--- config.mk ---
export PLATFORM = sky130hd
export DESIGN_NAME = stage_de_flat
export DESIGN_NICKNAME = d
export VERILOG_FILES = /design/src/rtl/stage_de_if.sv /design/src/rtl/stage_de.sv /design/src/flat_wrapper.sv
export SDC_FILE = /design/constraint.sdc
export NUM_CORES = 1
export LEC_CHECK = 0
export ABC_CLOCK_PERIOD_IN_PS = 4500
export BUFFER_PORTS_ARGS = -buffer_cell sky130_fd_sc_hd__buf_2
export CAP_MARGIN = 20
export CELL_PAD_IN_SITES_DETAIL_PLACEMENT = 2
export CELL_PAD_IN_SITES_GLOBAL_PLACEMENT = 2
export CORE_ASPECT_RATIO = 0.9
export CORE_MARGIN = 5
export CORE_UTILIZATION = 32
export CTS_BUF_LIST = sky130_fd_sc_hd__clkbuf_8
export DETAILED_ROUTE_END_ITERATION = 7
export GPL_ROUTABILITY_DRIVEN = 0
export GPL_TIMING_DRIVEN = 0
export PLACE_DENSITY_LB_ADDON = 0.1
export SLEW_MARGIN = 20
export SYNTH_ARGS = -nofsm -noshare
export SYNTH_HDL_FRONTEND = slang
export SYNTH_SLANG_ARGS = --single-unit
--- constraint.sdc ---
create_clock -name clk -period 4.5 [get_ports clk]
set_input_delay 1.35 -clock clk [delete_from_list [all_inputs] [get_ports clk]]
set_output_delay 1.35 -clock clk [all_outputs]
set_load 0.05 [all_outputs]
--- src/rtl/stage_de_if.sv ---
// Fetch-to-decode bus: global controls and the fetch slot flow from the
// master (fetch side) into decode; the decoded slot plus the jump and
// hazard feedback to fetch flow back out of decode (slave).
interface stage_de_if #(
   parameter int INST_W      = 16,
   parameter int INST_ADDR_W = 12,
   parameter int DATA_W      = 16
);
   logic                   en;
   logic                   stall;
   logic                   flush;
   logic [INST_ADDR_W-1:0] in_pc;
   logic [INST_W-1:0]      in_inst;
   logic                   in_flush;
   logic                   in_flush_jump;
   logic                   jump;
   logic [INST_ADDR_W-1:0] jump_addr;
   logic                   hazard_stall;
   logic                   out_valid;
   logic [INST_ADDR_W-1:0] out_pc;
   logic [3:0]             out_op;
   logic [3:0]             out_rd;
   logic [3:0]             out_rs1;
   logic [3:0]             out_rs2;
   logic [DATA_W-1:0]      out_imm;
   logic                   out_we;
   logic                   out_mem_rd;
   logic                   out_mem_wr;
   logic                   out_halt;
   logic                   out_illegal;

   modport master (
      output en, stall, flush, in_pc, in_inst, in_flush, in_flush_jump,
      input  jump, jump_addr, hazard_stall,
      input  out_valid, out_pc, out_op, out_rd, out_rs1, out_rs2, out_imm,
      input  out_we, out_mem_rd, out_mem_wr, out_halt, out_illegal
   );

   modport slave (
      input  en, stall, flush, in_pc, in_inst, in_flush, in_flush_jump,
      output jump, jump_addr, hazard_stall,
      output out_valid, out_pc, out_op, out_rd, out_rs1, out_rs2, out_imm,
      output out_we, out_mem_rd, out_mem_wr, out_halt, out_illegal
   );
endinterface

--- src/rtl/stage_de.sv ---
// Decode stage. Registers the fetch slot, cracks it into fields, immediate
// and control flags, squashes flushed/jump-shadow slots, resolves JMP back
// to fetch combinationally and holds fetch for one cycle on load-use.
// Handshake: a slot is accepted on every rising edge where en=1, stall=0
// and hazard_stall=0; out_valid marks a real instruction in the output
// register, and fetch must re-present the same slot while hazard_stall=1.
module stage_de #(
   parameter int INST_W      = 16,
   parameter int INST_ADDR_W = 12,
   parameter int DATA_W      = 16
) (
   input logic        clk,
   input logic        rst_n,
   stage_de_if.slave  bus
);
   typedef struct packed {
      logic                   valid;
      logic [INST_ADDR_W-1:0] pc;
      logic [3:0]             op;
      logic [3:0]             rd;
      logic [3:0]             rs1;
      logic [3:0]             rs2;
      logic [DATA_W-1:0]      imm;
      logic                   we;
      logic                   mem_rd;
      logic                   mem_wr;
      logic                   halt;
      logic                   illegal;
   } dec_t;

   localparam logic [3:0] OP_ADDI = 4'h8;
   localparam logic [3:0] OP_LI   = 4'h9;
   localparam logic [3:0] OP_LD   = 4'hA;
   localparam logic [3:0] OP_ST   = 4'hB;
   localparam logic [3:0] OP_JMP  = 4'hC;
   localparam logic [3:0] OP_HALT = 4'hD;

   logic [INST_W-1:0] inst;
   logic [3:0]        op;
   logic              in_ok;
   logic              uses_rs1;
   logic              uses_rs2;
   logic              load_use;
   logic              hazard;
   dec_t              dec;
   dec_t              q;

   assign inst  = bus.in_inst;
   assign op    = inst[15:12];
   assign in_ok = !bus.in_flush && !bus.in_flush_jump;

   // Crack the presented instruction into fields, immediate and flags.
   always_comb begin
      dec      = '0;
      uses_rs1 = 1'b0;
      uses_rs2 = 1'b0;
      dec.valid = in_ok;
      dec.pc    = bus.in_pc;
      dec.op    = op;
      dec.rd    = inst[11:8];
      dec.rs1   = inst[7:4];
      dec.rs2   = inst[3:0];
      case (op)
         4'h1, 4'h2, 4'h3, 4'h4, 4'h5, 4'h6, 4'h7: begin
            dec.we   = 1'b1;
            uses_rs1 = 1'b1;
            uses_rs2 = 1'b1;
         end
         OP_ADDI: begin
            dec.we   = 1'b1;
            dec.imm  = {{(DATA_W-4){inst[3]}}, inst[3:0]};
            uses_rs1 = 1'b1;
         end
         OP_LI: begin
            dec.we  = 1'b1;
            dec.imm = {{(DATA_W-8){inst[7]}}, inst[7:0]};
         end
         OP_LD: begin
            dec.we     = 1'b1;
            dec.mem_rd = 1'b1;
            dec.imm    = {{(DATA_W-4){inst[3]}}, inst[3:0]};
            uses_rs1   = 1'b1;
         end
         OP_ST: begin
            // Store data register lives in the rd slot of the encoding.
            dec.rs2    = inst[11:8];
            dec.rd     = 4'h0;
            dec.mem_wr = 1'b1;
            dec.imm    = {{(DATA_W-4){inst[3]}}, inst[3:0]};
            uses_rs1   = 1'b1;
            uses_rs2   = 1'b1;
         end
         OP_HALT: dec.halt = 1'b1;
         4'hE, 4'hF: dec.illegal = 1'b1;
         default: ;
      endcase
      if (dec.rd == 4'h0) dec.we = 1'b0;
      if (!in_ok) begin
         dec.we      = 1'b0;
         dec.mem_rd  = 1'b0;
         dec.mem_wr  = 1'b0;
         dec.halt    = 1'b0;
         dec.illegal = 1'b0;
      end
   end

   // Load in the output slot whose destination feeds the presented slot.
   always_comb begin
      load_use = q.valid && q.mem_rd && (q.rd != 4'h0) &&
                 ((uses_rs1 && (dec.rs1 == q.rd)) ||
                  (uses_rs2 && (dec.rs2 == q.rd)));
      hazard   = bus.en && !bus.stall && !bus.flush && in_ok && load_use;
   end

   // Output slot register: hold, bubble on flush/hazard, else load decode.
   always_ff @(posedge clk or negedge rst_n) begin
      if (!rst_n) begin
         q <= '0;
      end else if (bus.en && !bus.stall) begin
         if (bus.flush || hazard) q <= '0;
         else                     q <= dec;
      end
   end

   assign bus.hazard_stall = hazard;
   // rst_n gates jump so fetch never sees a redirect while decode is in reset.
   assign bus.jump         = rst_n && bus.en && !bus.stall && !bus.flush &&
                             !hazard && in_ok && (op == OP_JMP);
   assign bus.jump_addr    = inst[11:0];

   assign bus.out_valid   = q.valid;
   assign bus.out_pc      = q.pc;
   assign bus.out_op      = q.op;
   assign bus.out_rd      = q.rd;
   assign bus.out_rs1     = q.rs1;
   assign bus.out_rs2     = q.rs2;
   assign bus.out_imm     = q.imm;
   assign bus.out_we      = q.we;
   assign bus.out_mem_rd  = q.mem_rd;
   assign bus.out_mem_wr  = q.mem_wr;
   assign bus.out_halt    = q.halt;
   assign bus.out_illegal = q.illegal;
endmodule

--- src/flat_wrapper.sv ---
// flat-port wrapper written by rule: the top's interface ports become plain ports
module stage_de_flat 
#(
   parameter int INST_W      = 16,
   parameter int INST_ADDR_W = 12,
   parameter int DATA_W      = 16
)
  (clk, rst_n, bus_en, bus_stall, bus_flush, bus_in_pc, bus_in_inst, bus_in_flush, bus_in_flush_jump, bus_jump, bus_jump_addr, bus_hazard_stall, bus_out_valid, bus_out_pc, bus_out_op, bus_out_rd, bus_out_rs1, bus_out_rs2, bus_out_imm, bus_out_we, bus_out_mem_rd, bus_out_mem_wr, bus_out_halt, bus_out_illegal);
  stage_de_if #(.INST_W(INST_W), .INST_ADDR_W(INST_ADDR_W), .DATA_W(DATA_W)) bus_i ();
  input logic clk;
  input logic rst_n;
  input wire logic [$bits(bus_i.en)-1:0] bus_en;
  input wire logic [$bits(bus_i.stall)-1:0] bus_stall;
  input wire logic [$bits(bus_i.flush)-1:0] bus_flush;
  input wire logic [$bits(bus_i.in_pc)-1:0] bus_in_pc;
  input wire logic [$bits(bus_i.in_inst)-1:0] bus_in_inst;
  input wire logic [$bits(bus_i.in_flush)-1:0] bus_in_flush;
  input wire logic [$bits(bus_i.in_flush_jump)-1:0] bus_in_flush_jump;
  output wire logic [$bits(bus_i.jump)-1:0] bus_jump;
  output wire logic [$bits(bus_i.jump_addr)-1:0] bus_jump_addr;
  output wire logic [$bits(bus_i.hazard_stall)-1:0] bus_hazard_stall;
  output wire logic [$bits(bus_i.out_valid)-1:0] bus_out_valid;
  output wire logic [$bits(bus_i.out_pc)-1:0] bus_out_pc;
  output wire logic [$bits(bus_i.out_op)-1:0] bus_out_op;
  output wire logic [$bits(bus_i.out_rd)-1:0] bus_out_rd;
  output wire logic [$bits(bus_i.out_rs1)-1:0] bus_out_rs1;
  output wire logic [$bits(bus_i.out_rs2)-1:0] bus_out_rs2;
  output wire logic [$bits(bus_i.out_imm)-1:0] bus_out_imm;
  output wire logic [$bits(bus_i.out_we)-1:0] bus_out_we;
  output wire logic [$bits(bus_i.out_mem_rd)-1:0] bus_out_mem_rd;
  output wire logic [$bits(bus_i.out_mem_wr)-1:0] bus_out_mem_wr;
  output wire logic [$bits(bus_i.out_halt)-1:0] bus_out_halt;
  output wire logic [$bits(bus_i.out_illegal)-1:0] bus_out_illegal;
  assign bus_i.en = bus_en;
  assign bus_i.stall = bus_stall;
  assign bus_i.flush = bus_flush;
  assign bus_i.in_pc = bus_in_pc;
  assign bus_i.in_inst = bus_in_inst;
  assign bus_i.in_flush = bus_in_flush;
  assign bus_i.in_flush_jump = bus_in_flush_jump;
  assign bus_jump = bus_i.jump;
  assign bus_jump_addr = bus_i.jump_addr;
  assign bus_hazard_stall = bus_i.hazard_stall;
  assign bus_out_valid = bus_i.out_valid;
  assign bus_out_pc = bus_i.out_pc;
  assign bus_out_op = bus_i.out_op;
  assign bus_out_rd = bus_i.out_rd;
  assign bus_out_rs1 = bus_i.out_rs1;
  assign bus_out_rs2 = bus_i.out_rs2;
  assign bus_out_imm = bus_i.out_imm;
  assign bus_out_we = bus_i.out_we;
  assign bus_out_mem_rd = bus_i.out_mem_rd;
  assign bus_out_mem_wr = bus_i.out_mem_wr;
  assign bus_out_halt = bus_i.out_halt;
  assign bus_out_illegal = bus_i.out_illegal;
  stage_de #(.INST_W(INST_W), .INST_ADDR_W(INST_ADDR_W), .DATA_W(DATA_W)) u_core (.clk(clk), .rst_n(rst_n), .bus(bus_i));
endmodule
# Word level (Yosys, flattened, before mapping)

Cells that the tools add are included.

Memory bits (read-only): 0
Output and inout bits: 64
RAM bits: 0
Memories: 0
Bits in latches: 0
Register bits after elaboration: 50
Word-level logic and storage cells: 72

Eq/ne operators: 17
Div/mod/pow operators: 0
Add/subtract/negate cells: 0
Order comparisons: 0
$mul: 0
Shifts and indexed selects: 0
Bitwise operators: 0
Multiplexer cells: 13
Reductions and logical operators: 30

Operators by type and width:

| operator             | number |
|---|---|
| $mux W50             | 1 |
| $eq A4 B4 Y1 const B | 8 |
| $pmux W16 S2         | 1 |
| $reduce_or A10 Y1    | 2 |
| $eq A4 B3 Y1 const B | 4 |
| $logic_and A1 B1 Y1  | 16 |
| $eq A4 B2 Y1 const B | 2 |
| $eq A4 B4 Y1         | 2 |
| $mux W1              | 8 |
| $mux W4              | 2 |
| $reduce_or A8 Y1     | 1 |
| $logic_not A1 Y1     | 5 |
| $mux W5              | 1 |
| $eq A4 B1 Y1 const B | 1 |
| $logic_not A4 Y1     | 1 |
| $reduce_bool A4 Y1   | 1 |
| $reduce_or A3 Y1     | 1 |
| $logic_or A1 B1 Y1   | 2 |
| $reduce_or A2 Y1     | 1 |

# Depth between registers and ports, before layout

Gate-level depths: netlist of the first run.

Depth in word-level cells: 11
Depth in mapped cells: 7
Depth with buffers taken out: 5

# Least setup slack after synthesis of the first run

No wires, ideal clock.

Path kind: input -> output
From: in bus_in_inst[13]
To: out bus_jump
Path slack: -24 ps
Data arrival time: 3174 ps
Buffers on the path: 1
Stages on the path: 6
Cell sequence: clkbuf_1 nor4_1 nor2_1 and4_1 a211o_1 nor2_1

Cells in the longest elaborated chain, start to end: 11

RTL lines:

| item                                                             | line                             | RTL |
|---|---|---|
| start, declared                                                  | flat_wrapper.sv:16               | `input wire logic [$bits(bus_i.in_inst)-1:0] bus_in_inst;` |
| $eq A4 B1 Y1, or another cell as far along                       | stage_de.sv:63                   | `case (op)` |
| $reduce_or A10 Y1 (no source line), or another cell as far along | --                               |  |
| $mux W1 / $eq A4 B4 Y1 (equally long branches)                   | stage_de.sv:63, stage_de.sv:111  |  |
| $logic_and A1 B1 Y1 (on tied branches)                           | stage_de.sv:110, stage_de.sv:111 |  |
| $logic_or A1 B1 Y1                                               | stage_de.sv:110                  | `((uses_rs1 && (dec.rs1 == q.rd)) \|\|` |
| $logic_and A1 B1 Y1                                              | stage_de.sv:109                  | `load_use = q.valid && q.mem_rd && (q.rd != 4'h0) &&` |
| $logic_and A1 B1 Y1                                              | stage_de.sv:112                  | `hazard = bus.en && !bus.stall && !bus.flush && in_ok && load_use;` |
| $logic_not A1 Y1                                                 | stage_de.sv:128                  | `!hazard && in_ok && (op == OP_JMP);` |
| $logic_and A1 B1 Y1                                              | stage_de.sv:127                  | `assign bus.jump = rst_n && bus.en && !bus.stall && !bus.flush &&` |
| $logic_and A1 B1 Y1                                              | stage_de.sv:128                  |  |
| $logic_and A1 B1 Y1 (*)                                          | stage_de.sv:128                  |  |
| end, declared                                                    | flat_wrapper.sv:19               | `output wire logic [$bits(bus_i.jump)-1:0] bus_jump;` |

Mark *: on every way between the ends. The rest lies on a longest branch, timed or not.

# Worst setup path after layout of the first run

From: in bus_in_inst[15]
To: out bus_jump

Same word-level chain as after synthesis.

==> impl_metrics.tcl, run 1 <==
set metrics [dict create \
    cp.required_ps 3150 \
    dieWidth_um 96.9 \
    grt_pass1_vias 2127 \
    final_cell_mix "buf_2 (97), dfrtp_1 (42), a22o_1 (24)" \
    final_common_cell "buf_2" \
    worstHoldPathType "reg -> reg" \
    crit_arrival_ps 3070 \
    drc 0 \
    die_area_um2 8550 \
    fp.coreArea_um2 6590 \
    num_rows 28 \
    ir_worst_vdd_mv 0.157 \
    worstSetupStartpointType "primary input" \
    yosysSeqAreaShare_pct 48.3 \
    numCtsBuffers 5 \
    ys.flop_type "dfrtp_1" \
    portBuffers 96 \
    ios 99 \
    min_period_ps 4420 \
    yosysTopAreaCell "dfrtp_1" \
    worstSetupEndpointType "output pin" \
    area_delta_synth_final_pct 32.2 \
    cts_buffer_depth 2 \
    worstMarginPinSlew_ps 628 \
    start_util_pct 33.0 \
    r2r_cells 6 \
    dpl.hpwl_um 5520 \
    multi_input_area_um2 900 \
    syn_inst 181 \
    gr-usage-all-layers_pct 17.1 \
    hp-start "u_core.bus.out_imm[3]" \
    nFillCells 772 \
    rrSetupSlack_ps 2040 \
    stdcell_area_um2 2870 \
    setup_viol 0 \
    async_reset_ff_share_pct 100 \
    avgSynthCellArea_um2 12.0 \
    min_path_cells 1 \
    seq_area_um2 1050 \
    clock_latency_ps 290 \
    grt_first_pass_wirelength_um 11700 \
    yosysUniqueCellTypes 44 \
    clock-root-buffer "clkbuf_8" \
    postCtsSetupRepairBufs 0 \
    wl_per_cell_um 18.8 \
    cts_sinks 42 \
    yosysWarnings 0 \
    ys_top_cells_by_area "dfrtp_1 (48%), a22o_1 (9.7%), buf_4 (6.9%), a32o_1 (5.5%), xnor2_1 (3.2%)" \
    final_net_count 319 \
    synth_nets 216 \
    hold_end "u_core.bus.out_imm[3]" \
    holdWs_ps 488 \
    ys_ff_latch 42 \
    synth_edf_count 0 \
    vias 1884 \
    grt_max_degree 44 \
    slew_viol_final 0 \
    yosysTopAreaCellShare_pct 48.3 \
    drt_pass1_iterations 4 \
    skew_ps 7.45 \
    grt_overflow 0 \
    period_share_pct 98.3 \
    antenna_found_initial 0 \
    drive_gt1_share_pct 52.3 \
    cap_violations 0 \
    syn-cell-area_um2 2170 \
    clock.fmax_ghz 0.226 \
    cts_tree "yes" \
    drt-initial-drc-count 40 \
    ant_nets 0 \
    avgViaCountPerCell 5.02 \
    crit_type "in -> out" \
    critPathMaxFanout 8 \
    place_area_um2 2770 \
    hold_viol 0 \
    htree_levels 2 \
    cts.clk_slew.worst_paths_ps 80 \
    power.density_nw_per_um2 346 \
    n_antenna_cell 0 \
    wl_um 7040 \
    status "complete, no violations" \
    dieHeight_um 88.2 \
    relSlewSlack_pct 58.0 \
    rsz0062_at_grt "no" \
    power_leakage_nw 1.53 \
    r2r_end "u_core.bus.out_imm[2]" \
    r2r_start "u_core.bus.out_rd[1]" \
]
==> how the worst max path moves through the flow <==
stage                         start          endpoint  slack (ps)  depth (start not counted)
global placement    bus_in_inst[13]          bus_jump         -50                          6
global route        bus_in_inst[15]          bus_jump           4                          7
detailed placement  bus_in_inst[13]          bus_jump        -120                          7
finish              bus_in_inst[15]          bus_jump          80                          7
CTS                 bus_in_inst[15]          bus_jump          80                          7
floorplan           bus_in_inst[13]  bus_hazard_stall          50                          5
==> layer usage <==
layer / part of all wire (%) / global-route usage [%] / vias up
li1: - / - / 867
met1: 45 / 21.7 / 949
met2: 49 / 29.8 / 64
met3: 5.3 / 4.86 / 4
met4: 0.57 / 3.06 / 0
met5: 0 / 0 / -
==> worst max-delay path, cell delays in order <==
cell and delay, ps:
buf_2 150, nor4_2 440, nor2_1 150, and4_1 250, a211o_1 360, nor2_2 120
buf_2 270
==> what timing repair did <==
| item | in CTS | in global routing |
|---|---|---|
| hold buffers | 0 | 0 |
| endpoints found under the setup margin | 1 | 0 |
| endpoints found under the hold margin | 0 | 0 |
| resized for setup | 3 | 0 |
==> layout make-up <==
class / instances / share of cell area, %
Buffer: 31 / 8.40
Clock buffer: 5 / 2.39
Clock inverter: 3 / 0.609
Multi-Input combinational cell: 108 / 31.3
Sequential cell: 42 / 36.6
Tap cell: 90 / 3.92
Timing Repair Buffer: 96 / 16.8
==> state kept, by name, summed over array words and instances (netlist names) <==
signal                  cells
u_core.bus.out_mem_rd       1
u_core.bus.out_pc          12
u_core.bus.out_we           1
u_core.bus.out_rs1          4
u_core.bus.out_valid        1
u_core.bus.out_illegal      1
u_core.bus.out_imm          8
u_core.bus.out_rs2          4
u_core.bus.out_op           4
u_core.bus.out_rd           4
u_core.bus.out_halt         1
u_core.bus.out_mem_wr       1
==> cells in the mapped netlist, types with 3 or more instances <==
cell       n
dfrtp_1   42
a22o_1    24
buf_4     20
a32o_1    12
xnor2_1    8
nand2_1    7
nor2_1     6
buf_6      5
a21o_1     4
mux2_2     4
xor2_1     4
clkbuf_1   3
==> where the power goes <==
part           internal, W  leakage (nW)  switching (W)  total, W
Sequential        0.000408         0.559      0.0000246  0.000432
Combinational    0.0000969         0.923       0.000232  0.000329
Clock             0.000107        0.0493       0.000126  0.000234
==> metrics by stage <==
stage | instances | total power, W | TNS [ps] | utilization, % | worst slack, ps
final | 375 | 0.000995 | 0 | 43.6 | 75.5
after floorplan | 181 | 0.000671 | 0 | - | 52.2
after global routing | 375 | 0.00105 | 0 | 43.6 | 3.93
after CTS | 375 | 0.00101 | 0 | 43.6 | 81.8
after global placement | 367 | 0.000764 | -45.8 | 42.1 | -45.8
after detailed placement | 367 | 0.000771 | -123 | 42.1 | -123
==> cells by family after synthesis <==
family	Yosys count	share of synthesized area, %
compound gates	54	22.4
xor+xnor	12	4.83
buf+inv	31	11.0
flops	42	48.3
mux	5	2.70
simple gates	37	10.7
(Power assumes the default switching activity.)
==> inputs of run 2 (changes only) <==
--- a/config.mk
+++ b/config.mk
@@ -5,19 +5,19 @@
 export SDC_FILE = /design/constraint.sdc
 export NUM_CORES = 1
 export LEC_CHECK = 0
-export ABC_CLOCK_PERIOD_IN_PS = 4500
+export ABC_CLOCK_PERIOD_IN_PS = 4400
 export BUFFER_PORTS_ARGS = -buffer_cell sky130_fd_sc_hd__buf_2
 export CAP_MARGIN = 20
 export CELL_PAD_IN_SITES_DETAIL_PLACEMENT = 2
 export CELL_PAD_IN_SITES_GLOBAL_PLACEMENT = 2
 export CORE_ASPECT_RATIO = 0.9
 export CORE_MARGIN = 5
-export CORE_UTILIZATION = 32
+export CORE_UTILIZATION = 29
 export CTS_BUF_LIST = sky130_fd_sc_hd__clkbuf_8
 export DETAILED_ROUTE_END_ITERATION = 7
 export GPL_ROUTABILITY_DRIVEN = 0
 export GPL_TIMING_DRIVEN = 0
-export PLACE_DENSITY_LB_ADDON = 0.1
+export PLACE_DENSITY = 0.88
 export SLEW_MARGIN = 20
 export SYNTH_ARGS = -nofsm -noshare
 export SYNTH_HDL_FRONTEND = slang
==> constraint.sdc (replaced) <==
create_clock -name clk -period 4.4 [get_ports clk]
set_input_delay 1.32 -clock clk [delete_from_list [all_inputs] [get_ports clk]]
set_output_delay 1.32 -clock clk [all_outputs]
set_load 0.05 [all_outputs]
==> impl_metrics.tcl, run 2 (synthesized netlist as in run 1, its figures left out) <==
set metrics [dict create \
    num_rows 30 \
    dieHeight_um 92.2 \
    grt_first_pass_wirelength_um 11900 \
    clock_latency_ps 290 \
    crit_arrival_ps 2990 \
    gr-usage-all-layers_pct 16.4 \
    fp.coreArea_um2 7430 \
    slowest_delay_ps 360 \
    n_antenna_cell 0 \
    relSlewSlack_pct 58.7 \
    start_util_pct 29.3 \
    ir_worst_vdd_mv 0.131 \
    final_common_cell "buf_2" \
    r2r_cells 6 \
    numCtsBuffers 5 \
    crit_path_frequent_cell "buf_2" \
    worstMarginPinSlew_ps 618 \
    power_leakage_nw 1.54 \
    crit_path_top_delay_cell "mux2i_2" \
    cts_sinks 42 \
    clock-root-buffer "clkbuf_8" \
    drt-initial-drc-count 63 \
    hp-start "u_core.bus.out_imm[3]" \
    drive_gt1_share_pct 52.6 \
    r2r_start "u_core.bus.out_rd[1]" \
    cp.required_ps 3080 \
    min_period_ps 4310 \
    power.density_nw_per_um2 359 \
    vias 1884 \
    final_net_count 319 \
    rsz0062_at_grt "yes" \
    area_delta_synth_final_pct 33.7 \
    cts.clk_slew.worst_paths_ps 80 \
    final_cell_mix "buf_2 (96), dfrtp_1 (42), a22o_1 (24)" \
    grt_pass1_vias 2213 \
    skew_ps 11.4 \
    status "complete, no violations" \
    layout_setup_ws_ps 91.1 \
    r2r_end "u_core.bus.out_imm[6]" \
    die_area_um2 9330 \
    grt_overflow 0 \
    worstSetupStartpointType "primary input" \
    antenna_found_initial 0 \
    worstSetupEndpointType "output pin" \
    clock.fmax_ghz 0.232 \
    holdWs_ps 488 \
    hold_viol 0 \
    crit_type "in -> out" \
    rrSetupSlack_ps 1910 \
    dpl.hpwl_um 5920 \
    wl_um 7570 \
    wl_per_cell_um 19.9 \
    slew_viol_final 0 \
    grt_max_degree 44 \
    portBuffers 96 \
    worstHoldPathType "reg -> reg" \
    avgViaCountPerCell 4.94 \
    worstPathBufferInverterCount 3 \
    largest_reg_flops 12 \
    cts_tree "yes" \
    cap_violations 0 \
    dieWidth_um 101 \
    cp.depth 8 \
    crit_start "bus_in_inst[15]" \
    drt_pass1_iterations 4 \
    critPathMaxFanout 10 \
    postCtsSetupRepairBufs 0 \
    crit_chain "buf_2 > nor2b_1 > buf_6 > nand3_4 > mux2i_2 > o21ai_0 > a21oi_1 > buf_2" \
    post-place-ws_ps -168 \
    endpoint "bus_hazard_stall" \
    ios 99 \
    ant_nets 0 \
    htree_levels 2 \
    cpLargestDelayFamily "buffers and inverters" \
    setup_viol 0 \
    cts_buffer_depth 2 \
    period_share_pct 97.9 \
    drc 0 \
]
==> run 2: changes by cell type in the layout (fill, tap and decap cells not counted), sizes merged <==
cell      delta
clkinv       -1
clkbuf       +1
inv          -1
clkinvlp     +1
==> run 2: worst min-delay path by stage <==
stage	slack, ps	depth (start not counted)	to
2_1_floorplan	750	2	u_core.bus.out_mem_wr
3_3_place_gp	460	2	u_core.bus.out_we
3_5_place_dp	470	1	u_core.bus.out_imm[3]
4_1_cts	490	1	u_core.bus.out_imm[3]
5_1_grt	510	1	u_core.bus.out_imm[3]
6_report	490	1	u_core.bus.out_imm[3]
==> run 2: metrics by stage <==
step           setup TNS (ps)  cell area (µm²)  utilization (%)  instances  power [W]
2_1_floorplan               0             2180                -        181   0.000686
3_3_place_gp            -33.0             2780             37.4        373   0.000779
3_5_place_dp             -168             2780             37.4        373   0.000790
4_1_cts                     0             2890             38.9        381    0.00106
5_1_grt                 -20.6             2910             39.1        381    0.00110
6_report                    0             2910             39.1        381    0.00104
==> run 2: area by class of cell <==
class                      instances  area (µm²)
fill                             839        4530
tap                               96         120
multi-input combinational        108         913
timing repair buffer              96         485
sequential                        42        1050
clock inverter                     2        12.5
clock buffer                       6        82.6
buffer                            31         241
==> run 2: layer usage <==
layer  part of all wire [%]  track usage, %  routed length [µm]  vias up
met4                   0.53            2.77                  40        0
met5                      0               0                   0        -
met2                     52            28.7                3930       64
met3                    7.7            5.70                 583        6
li1                       -               -                   -      863
met1                     40            19.4                3020      951
==> run 2: power by group <==
part	internal [W]	switching [W]	total, W
combinational	0.0000996	0.000241	0.000340
clock	0.000126	0.000135	0.000262
sequential	0.000417	0.0000253	0.000442
==> run 2: repair_timing <==
action	CTS	global route
setup endpoints to repair	2	2
resized for setup	3	4
hold buffers	0	0
